--- src/rtl/hex_multi_display.sv ---
// Avalon-MM controlled multi-digit hex 7-segment driver with per-digit blank and blink.
// Optional leading-zero blanking is compiled in with the HEX_LZB_EN macro.
module hex_multi_display #(
    parameter int NUM_DIGITS = 6,
    parameter int BLINK_W    = 24
) (
    input  logic                    clk_clk,
    input  logic                    reset_reset_n,
    input  logic [1:0]              address,
    input  logic                    write,
    input  logic [31:0]             writedata,
    input  logic                    read,
    output logic [31:0]             readdata,
    output logic [7*NUM_DIGITS-1:0] hex_out
);

    localparam int DW = 4 * NUM_DIGITS;
    localparam logic [1:0] ADDR_DATA   = 2'd0;
    localparam logic [1:0] ADDR_BLANK  = 2'd1;
    localparam logic [1:0] ADDR_BLINK  = 2'd2;
    localparam logic [1:0] ADDR_PERIOD = 2'd3;
    localparam logic [BLINK_W-1:0] CNT_ONE = 1;

    logic [DW-1:0]         data_q;
    logic [NUM_DIGITS-1:0] blank_q;
    logic [NUM_DIGITS-1:0] blink_q;
    logic [BLINK_W-1:0]    period_q;
    logic [BLINK_W-1:0]    cnt_q;
    logic                  phase_q;
    logic [31:0]           rd_mux;
    logic [7*NUM_DIGITS-1:0] hex_d;
    logic                  digit_off;
    logic                  unused_wdata;

    // Upper writedata bits are don't-care for the narrower registers.
    assign unused_wdata = ^writedata;

`ifdef HEX_LZB_EN
    logic                  lzb_en_q;
    logic [NUM_DIGITS-1:0] lz_blank;
    logic                  lz_seen;

    // A digit is a leading zero when it and every digit above it are zero.
    always_comb begin
        lz_blank = '0;
        lz_seen  = 1'b0;
        for (int i = NUM_DIGITS - 1; i >= 1; i--) begin
            if (data_q[4*i +: 4] != 4'h0) lz_seen = 1'b1;
            lz_blank[i] = lzb_en_q & ~lz_seen;
        end
    end
`endif

    function automatic logic [6:0] seg_decode(input logic [3:0] v);
        case (v)
            4'h0: seg_decode = 7'b1000000;
            4'h1: seg_decode = 7'b1111001;
            4'h2: seg_decode = 7'b0100100;
            4'h3: seg_decode = 7'b0110000;
            4'h4: seg_decode = 7'b0011001;
            4'h5: seg_decode = 7'b0010010;
            4'h6: seg_decode = 7'b0000010;
            4'h7: seg_decode = 7'b1111000;
            4'h8: seg_decode = 7'b0000000;
            4'h9: seg_decode = 7'b0010000;
            4'hA: seg_decode = 7'b0001000;
            4'hB: seg_decode = 7'b0000011;
            4'hC: seg_decode = 7'b1000110;
            4'hD: seg_decode = 7'b0100001;
            4'hE: seg_decode = 7'b0000110;
            default: seg_decode = 7'b0001110;
        endcase
    endfunction

    // Bus: write takes effect on the edge it is sampled; read data appears one edge
    // after read=1 and then holds. No waitrequest, so every access completes at once.
    always_ff @(posedge clk_clk or negedge reset_reset_n) begin
        if (!reset_reset_n) begin
            data_q   <= '0;
            blank_q  <= '0;
            blink_q  <= '0;
            period_q <= '0;
`ifdef HEX_LZB_EN
            lzb_en_q <= 1'b0;
`endif
        end else if (write) begin
            case (address)
                ADDR_DATA:  data_q <= writedata[DW-1:0];
                ADDR_BLANK: begin
                    blank_q <= writedata[NUM_DIGITS-1:0];
`ifdef HEX_LZB_EN
                    lzb_en_q <= writedata[31];
`endif
                end
                ADDR_BLINK:  blink_q  <= writedata[NUM_DIGITS-1:0];
                default:     period_q <= writedata[BLINK_W-1:0];
            endcase
        end
    end

    always_comb begin
        rd_mux = '0;
        case (address)
            ADDR_DATA:  rd_mux[DW-1:0] = data_q;
            ADDR_BLANK: begin
                rd_mux[NUM_DIGITS-1:0] = blank_q;
`ifdef HEX_LZB_EN
                rd_mux[31] = lzb_en_q;
`endif
            end
            ADDR_BLINK: rd_mux[NUM_DIGITS-1:0] = blink_q;
            default:    rd_mux[BLINK_W-1:0] = period_q;
        endcase
    end

    always_ff @(posedge clk_clk or negedge reset_reset_n) begin
        if (!reset_reset_n) readdata <= '0;
        else if (read)      readdata <= rd_mux;
    end

    // A PERIOD write restarts the half-period so the new rate begins cleanly.
    always_ff @(posedge clk_clk or negedge reset_reset_n) begin
        if (!reset_reset_n) begin
            cnt_q   <= '0;
            phase_q <= 1'b0;
        end else if ((write && address == ADDR_PERIOD) || period_q == '0) begin
            cnt_q   <= '0;
            phase_q <= 1'b0;
        end else if (cnt_q >= period_q - CNT_ONE) begin
            cnt_q   <= '0;
            phase_q <= ~phase_q;
        end else begin
            cnt_q <= cnt_q + CNT_ONE;
        end
    end

    always_comb begin
        hex_d     = '1;
        digit_off = 1'b0;
        for (int i = 0; i < NUM_DIGITS; i++) begin
            digit_off = blank_q[i] | (blink_q[i] & phase_q);
`ifdef HEX_LZB_EN
            digit_off = digit_off | lz_blank[i];
`endif
            if (!digit_off) hex_d[7*i +: 7] = seg_decode(data_q[4*i +: 4]);
        end
    end

    always_ff @(posedge clk_clk or negedge reset_reset_n) begin
        if (!reset_reset_n) hex_out <= '1;
        else                hex_out <= hex_d;
    end

endmodule

--- config.mk ---
export PLATFORM = sky130hd
export DESIGN_NAME = hex_multi_display
export DESIGN_NICKNAME = d
export VERILOG_FILES = /design/src/rtl/hex_multi_display.sv
export SDC_FILE = /design/constraint.sdc
export NUM_CORES = 1
export LEC_CHECK = 0
export ABC_AREA = 1
export BUFFER_PORTS_ARGS = -buffer_cell sky130_fd_sc_hd__buf_2
export CORE_ASPECT_RATIO = 1.2
export CORE_MARGIN = 2
export CORE_UTILIZATION = 45
export CTS_CLUSTER_DIAMETER = 80
export DETAILED_ROUTE_END_ITERATION = 6
export PLACE_DENSITY = 0.75
export SLEW_MARGIN = 20
export SYNTH_ARGS = -nofsm -noshare
export SYNTH_HDL_FRONTEND = slang
export SYNTH_SLANG_ARGS = --single-unit
--- constraint.sdc ---
create_clock -name clk_clk -period 4.9 [get_ports clk_clk]
set_input_delay 0 -clock clk_clk [delete_from_list [all_inputs] [get_ports clk_clk]]
set_output_delay 0 -clock clk_clk [all_outputs]
set_load 0.005 [all_outputs]
# [After elaboration in Yosys (flattened, before gate mapping)]
# Memory sizes are Yosys's and may differ from the RTL's.
# Index checks and enable logic that the tools add are counted.
[totals] elab_cells=57 reg_bits=151 inputBits=38 latch_bits=0 n_memories=6 ramBits=0 romBits=672 output_inout_bits=74
[op_classes] n_bitwise=14 n_eq_ne=3 n_mul=0 add_sub_neg=2 shift=0 order_cmp=1 div_mod_pow=0 mux=12 n_reduce_logical=11
[mem_list] memory="(no name shown)" words=16 width=7 read_ports=1 rd_clocked_by_memory_dff=0 wr=0 line_no="55" rtl="case (v)"
[mem_list] memory="(no name shown)" words=16 width=7 read_ports=1 rd_clocked_by_memory_dff=0 wr=0 line_no="55"
[mem_list] memory="(no name shown)" words=16 width=7 read_ports=1 rd_clocked_by_memory_dff=0 wr=0 line_no="55"
[mem_list] memory="(no name shown)" words=16 width=7 read_ports=1 rd_clocked_by_memory_dff=0 wr=0 line_no="55"
[mem_list] memory="(no name shown)" words=16 width=7 read_ports=1 rd_clocked_by_memory_dff=0 wr=0 line_no="55"
[mem_list] memory="(no name shown)" words=16 width=7 read_ports=1 rd_clocked_by_memory_dff=0 wr=0 line_no="55"
[op_table] cell="2-to-1 mux 24 bit" count=2
[op_table] cell="2-to-1 mux 7 bit" count=6
[op_table] cell="one-hot mux 18 bit (2 select lines)" count=1
[op_table] cell="adder 24 x 1 -> 24 bit, second input constant" count=1
[op_table] cell=">= comparator 24 bit" count=1
[op_table] cell="zero test 24 bit" count=1
[op_table] cell="subtractor 24 x 1 -> 24 bit, second input constant" count=1
[op_table] cell="one-hot mux 6 bit (3 select lines)" count=1
[op_table] cell="AND reduction 2 bit" count=4
[op_table] cell="bitwise AND 1 bit" count=6
[op_table] cell="OR 1 bit" count=6
[op_table] cell="== test 2 bit, second input constant" count=2
[op_table] cell="OR reduction 3 bit" count=1
[op_table] cell="== test 2 x 1 -> 1 bit, second input constant" count=1
[op_table] cell="zero test 2 bit" count=1
[op_table] cell="2-to-1 mux 1 bit" count=2
[op_table] cell="NOT 1 bit" count=2
[op_table] cell="nonzero test 2 bit" count=1
[op_table] cell="OR reduction 2 bit" count=1
[op_table] cell="logical AND 1 bit" count=1
[op_table] cell="logical OR 1 bit" count=1

# [Logic depth before layout (Yosys ltp)]
[depth] word_depth=4 mapped_depth=18 mapped_depth_nobuf=18

# [Worst setup path before layout]
# Ideal clock, no wire load.
[synth_path] path_kind="reg2reg" from="register period_q[0]" to="register cnt_q[21]" setup_time_ps=119 path_stages_with_launch=18 n_path_buf=1 synth_period_minus_slack_ps=2564 setup_slack_ps=2336 arrival_ps=2445 t_required_ps=4781 cell_sequence="dfrtp_1 -> inv_1 -> ha_1 -> nand2_2 -> nor2_4 -> nand3_2 -> nor3_1 -> xor2_1 -> inv_1 -> ha_1 -> nand2_1 -> nor2_1 -> nand2_1 -> nor2_1 -> nand2_1 -> nand3_4 -> buf_6 -> nor2_2"
[synth_via] elab_chain_cells=4 word_cells_on_any_way=6 cone_classes="1 x add/sub; 1 x order compare; 2 x mux; 2 x reduce/logical"
[synth_rtl] item="from (decl)" line_no="27" rtl="logic [BLINK_W-1:0] period_q;"
[synth_rtl] item="from (signal assigned)" line_no="96" rtl="default: period_q <= writedata[BLINK_W-1:0];"
[synth_rtl] item="subtractor 24 x 1 -> 24 bit" line_no="129" rtl="end else if (cnt_q >= period_q - CNT_ONE) begin"
[synth_rtl] item=">= comparator 24 bit" line_no="129"
[synth_rtl] item="2-to-1 mux 24 bit" line_no="129"
[synth_rtl] item="2-to-1 mux 24 bit (*)" line_no="126" rtl="end else if ((write && address == ADDR_PERIOD) || period_q == '0) begin"
[synth_rtl] item="to (signal assigned)" line_no="133" rtl="cnt_q <= cnt_q + CNT_ONE;"
[synth_rtl] item="to (decl)" line_no="28" rtl="logic [BLINK_W-1:0] cnt_q;"
# Every way passes the cells marked *; elsewhere a longest branch is shown, timed or not.
# A chain may end at the register's enable or synchronous reset.

# [Worst setup path in the final report]
[layout_path] from="register period_q[2]" to="register phase_q"
[layout_via] elab_chain_cells=3 word_cells_on_any_way=6 cone_classes="1 x add/sub; 1 x order compare; 1 x mux; 3 x reduce/logical"
[layout_rtl] item="subtractor 24 x 1 -> 24 bit / zero test 24 bit (equally long branches)" line_no="129, 126"
[layout_rtl] item=">= comparator 24 bit / logical OR 1 bit (equally long branches)" line_no="129, 126"
[layout_rtl] item="nonzero test 2 bit (no source line) / 2-to-1 mux 1 bit (equally long branches)"
[layout_rtl] item="to (signal assigned)" line_no="131" rtl="phase_q <= ~phase_q;"
[layout_rtl] item="to (decl)" line_no="29" rtl="logic phase_q;"
# Several ways; a longest one is shown, not always the timed one.

==> flow_summary.ini <==
[detailed_routing]
dr.pass1.iters = 6
drt-total-wl_mm = 19.67
first_iter_violations = 492
num_vias = 7061
ant_nets = 0
routedWlPerCell_um = 14.02
maxUsedRoutingLayer = met4
via_per_inst = 5.033
wl_met1_mm = 8.643
drc = 0
dr_wl_met3_um = 680
dr_wl_met2_mm = 9.921

[cts]
cts_tree = yes
cts_buffers = 17
clk_latency_ps = 420
post_cts_buffers = 0
ctsRootBufferMaster = clkbuf_16
cts.clk_slew.worst_paths_ps = 60
clockBufferDepth = 2
clock-sinks = 151
htree_levels = 4

[die]
row_count = 55
io_pins = 112
die_h_um = 154.9
core_area_sq_mm = 0.01872
start_util_pct = 45.61
dieArea_sq_mm = 0.02009
die_x_um = 129.7

[yosys]
syn_inst = 1028
synth.yosys.warnings = 0
synth_edf_count = 0
yosys_most_used_dff = dfrtp_1
synth_area_sq_mm = 0.008537
synth.area.top_cells = dfrtp_1 32%, dfstp_2 13%, nand2_1 11%
synth_largest_area_cell = dfrtp_1
synth.avg_cell_area_sq_um = 8.304
ys_seq_area_share_pct = 44.88
ys_ff_latch = 151
synth.distinct_cells = 37
async_flop_share_pct = 100.0
yosysTopAreaCellShare_pct = 31.95

[worst_setup_path]
arrival_ps = 3350
critical-path-slowest-cell = dfrtp_1
critPathMostFrequentCell = nand2_1
startpoint_type = register
critPathRequiredTime_ps = 5210
crit_fanout = 25
path_cells = nor2_1 > nand3_2 > nor3_2 > nand2_2 > nor2_1 > nand2_1 > nand2_1 > inv_1 > ha_1 > a21o_1 > nor2_1 > nand2_1 > nor2_4 > nand3_4 > nand2_1 > nand2_1
rrSetupSlack_ps = 1860
crit_type = register to register
crit_buf_inv = 1
crit_family = simple AND/OR/NAND/NOR gates
slowest_delay_ps = 430
end_kind = register

[finish]
final_layout_size_suffix_gt1_share_pct = 18.05
area_delta_synth_final_pct = 17.44
num-fill-cells = 1769
utilization_pct = 53.56
diodes = 0
final_nets = 1235

[place]
post-dp-hpwl_mm = 13.99
io_buffers = 95
place.gp.congestion = 0.8854

[sta]
hold_violations = 0
setup_tns_ps = 0
slew_headroom_pct = 40.24
drv_slew = 0
rsz0062_at_grt = false
finalSetupViolCount = 0
timing.final.crit_share_pct = 62.10
clock_skew_ps = 10.08
fmax_ghz = 0.3287
period_minus_slack_ps = 3043
worstMarginPinSlew_ps = 895.4

[run_status]
status = completed

[grt]
antenna_found_initial = 0
first_global_vias = 6748
grt_pass1_wl_mm = 32.43
grt_use_total_pct = 20.31
grt-ovfl-total = 0
grt_max_degree = 92

[power_and_ir_drop]
power_density_mw_per_mm2 = 404.3
ir_drop_uv = 242.8
p_leak_uw = 0.004691

[min_path]
hold_class = input pin to register

[run]
drv_cap = 0
==> through the flow <==
step	cell area, sq um	hold slack [ps]	std cells	setup slack (ps)	power (uW)
after floorplan	8563	-295.6	1035	2336	2359
after global placement	9171	136.3	1346	1901	2677
after detailed placement	9171	138.7	1346	1852	2708
after CTS	10030	111.2	1403	1831	4082
after global routing	10030	151.7	1403	1441	4298
final	10030	131.2	1403	1857	4053
==> path summary, 6_finish.rpt <==
check | start | end | cells past startpoint
worst min register to register | cnt_q[0] | cnt_q[0] | 1
worst min-delay path | write | blink_q[3] | 4
worst max-delay path | period_q[2] | phase_q | 16
max in group asynchronous | reset_reset_n | cnt_q[22] | 3
min in group asynchronous | reset_reset_n | data_q[5] | 2
worst max register to register | period_q[2] | phase_q | 16
==> report_power, final <==
group	leakage [uW]	total (uW)	switching (uW)	internal, uW
Sequential	0.00183	1780	220	1560
Clock	0.000298	1340	503	841
Combinational	0.00256	933	541	392
==> Yosys cell counts, types with 11 or more instances <==
cell and n:
xor2_1 21, dfstp_2 42, nor2_2 25, inv_1 102, nand3_1 44, nand2_1 257, a31oi_1 24, o211ai_1 16
nor2_1 87, ha_1 63, o21ai_0 90, a21oi_1 23, nor3_1 16, clkbuf_1 21, xnor2_1 20, buf_2 11
dfrtp_1 109
==> what timing repair did <==
item | CTS | global route
setup endpoints to repair | 0 | 0
hold buffers | 25 | 0
gates resized for setup | 0 | 0
endpoints found under the hold margin | 122 | 0
==> layout by cell type, fill, tap and decap left out, drive strengths merged, types with 4 or more instances in the layout <==
| cell type | n |
|---|---|
| nor2 | 115 |
| conb | 8 |
| nand4 | 5 |
| o311ai | 6 |
| nand2 | 261 |
| buf | 99 |
| dfrtp | 109 |
| a21oi | 23 |
| a221oi | 4 |
| a31oi | 24 |
| inv | 102 |
| dfstp | 42 |
| o211ai | 16 |
| xnor2 | 20 |
| dlygate4sd3 | 25 |
| xor2 | 21 |
| clkbuf | 24 |
| o2111ai | 8 |
| nor3 | 17 |
| clkinv | 7 |
| nand3 | 49 |
| ha | 63 |
| o21ai | 91 |
==> tightest hold or removal path, cell delays in order <==
cell	delay, ps
buf_2	110
nand2_1	220
nand2_1	110
o21ai_0	60
==> metal layers <==
| metal | vias to the layer above | GRT usage (%) |
|---|---|---|
| li1 | 3543 | - |
| met1 | 3337 | 26.02 |
| met2 | 147 | 34.06 |
| met3 | 34 | 3.542 |
| met4 | 0 | 8.090 |
| met5 | - | 0 |
==> flip-flops by register name, summed over array words and instances, names as in the netlist <==
signal	cells
hex_out	42
cnt_q	24
data_q	24
period_q	24
readdata	24
blank_q	6
blink_q	6
phase_q	1
==> area by class of cell <==
| class | count | area [sq um] | share of cell area, % |
|---|---|---|---|
| Multi-Input combinational cell | 736 | 4118 | 41.07 |
| Sequential cell | 151 | 3831 | 38.21 |
| Timing Repair Buffer | 124 | 762.0 | 7.600 |
| Clock buffer | 24 | 481.7 | 4.805 |
| Inverter | 104 | 390.4 | 3.894 |
| Tap cell | 256 | 320.3 | 3.195 |
| Clock inverter | 8 | 122.6 | 1.223 |
==> cell families after synthesis <==
logic type                 share of synthesized area, %
AOI/OAI and AO/OA                                 11.96
and+or+nand+nor                                   22.48
buffers and inverters                             7.196
DFF                                               44.88
adders and majority gates                         9.234
other                                           0.04393
xor gates and xnor gates                          4.206
(Power assumes the default switching activity.)
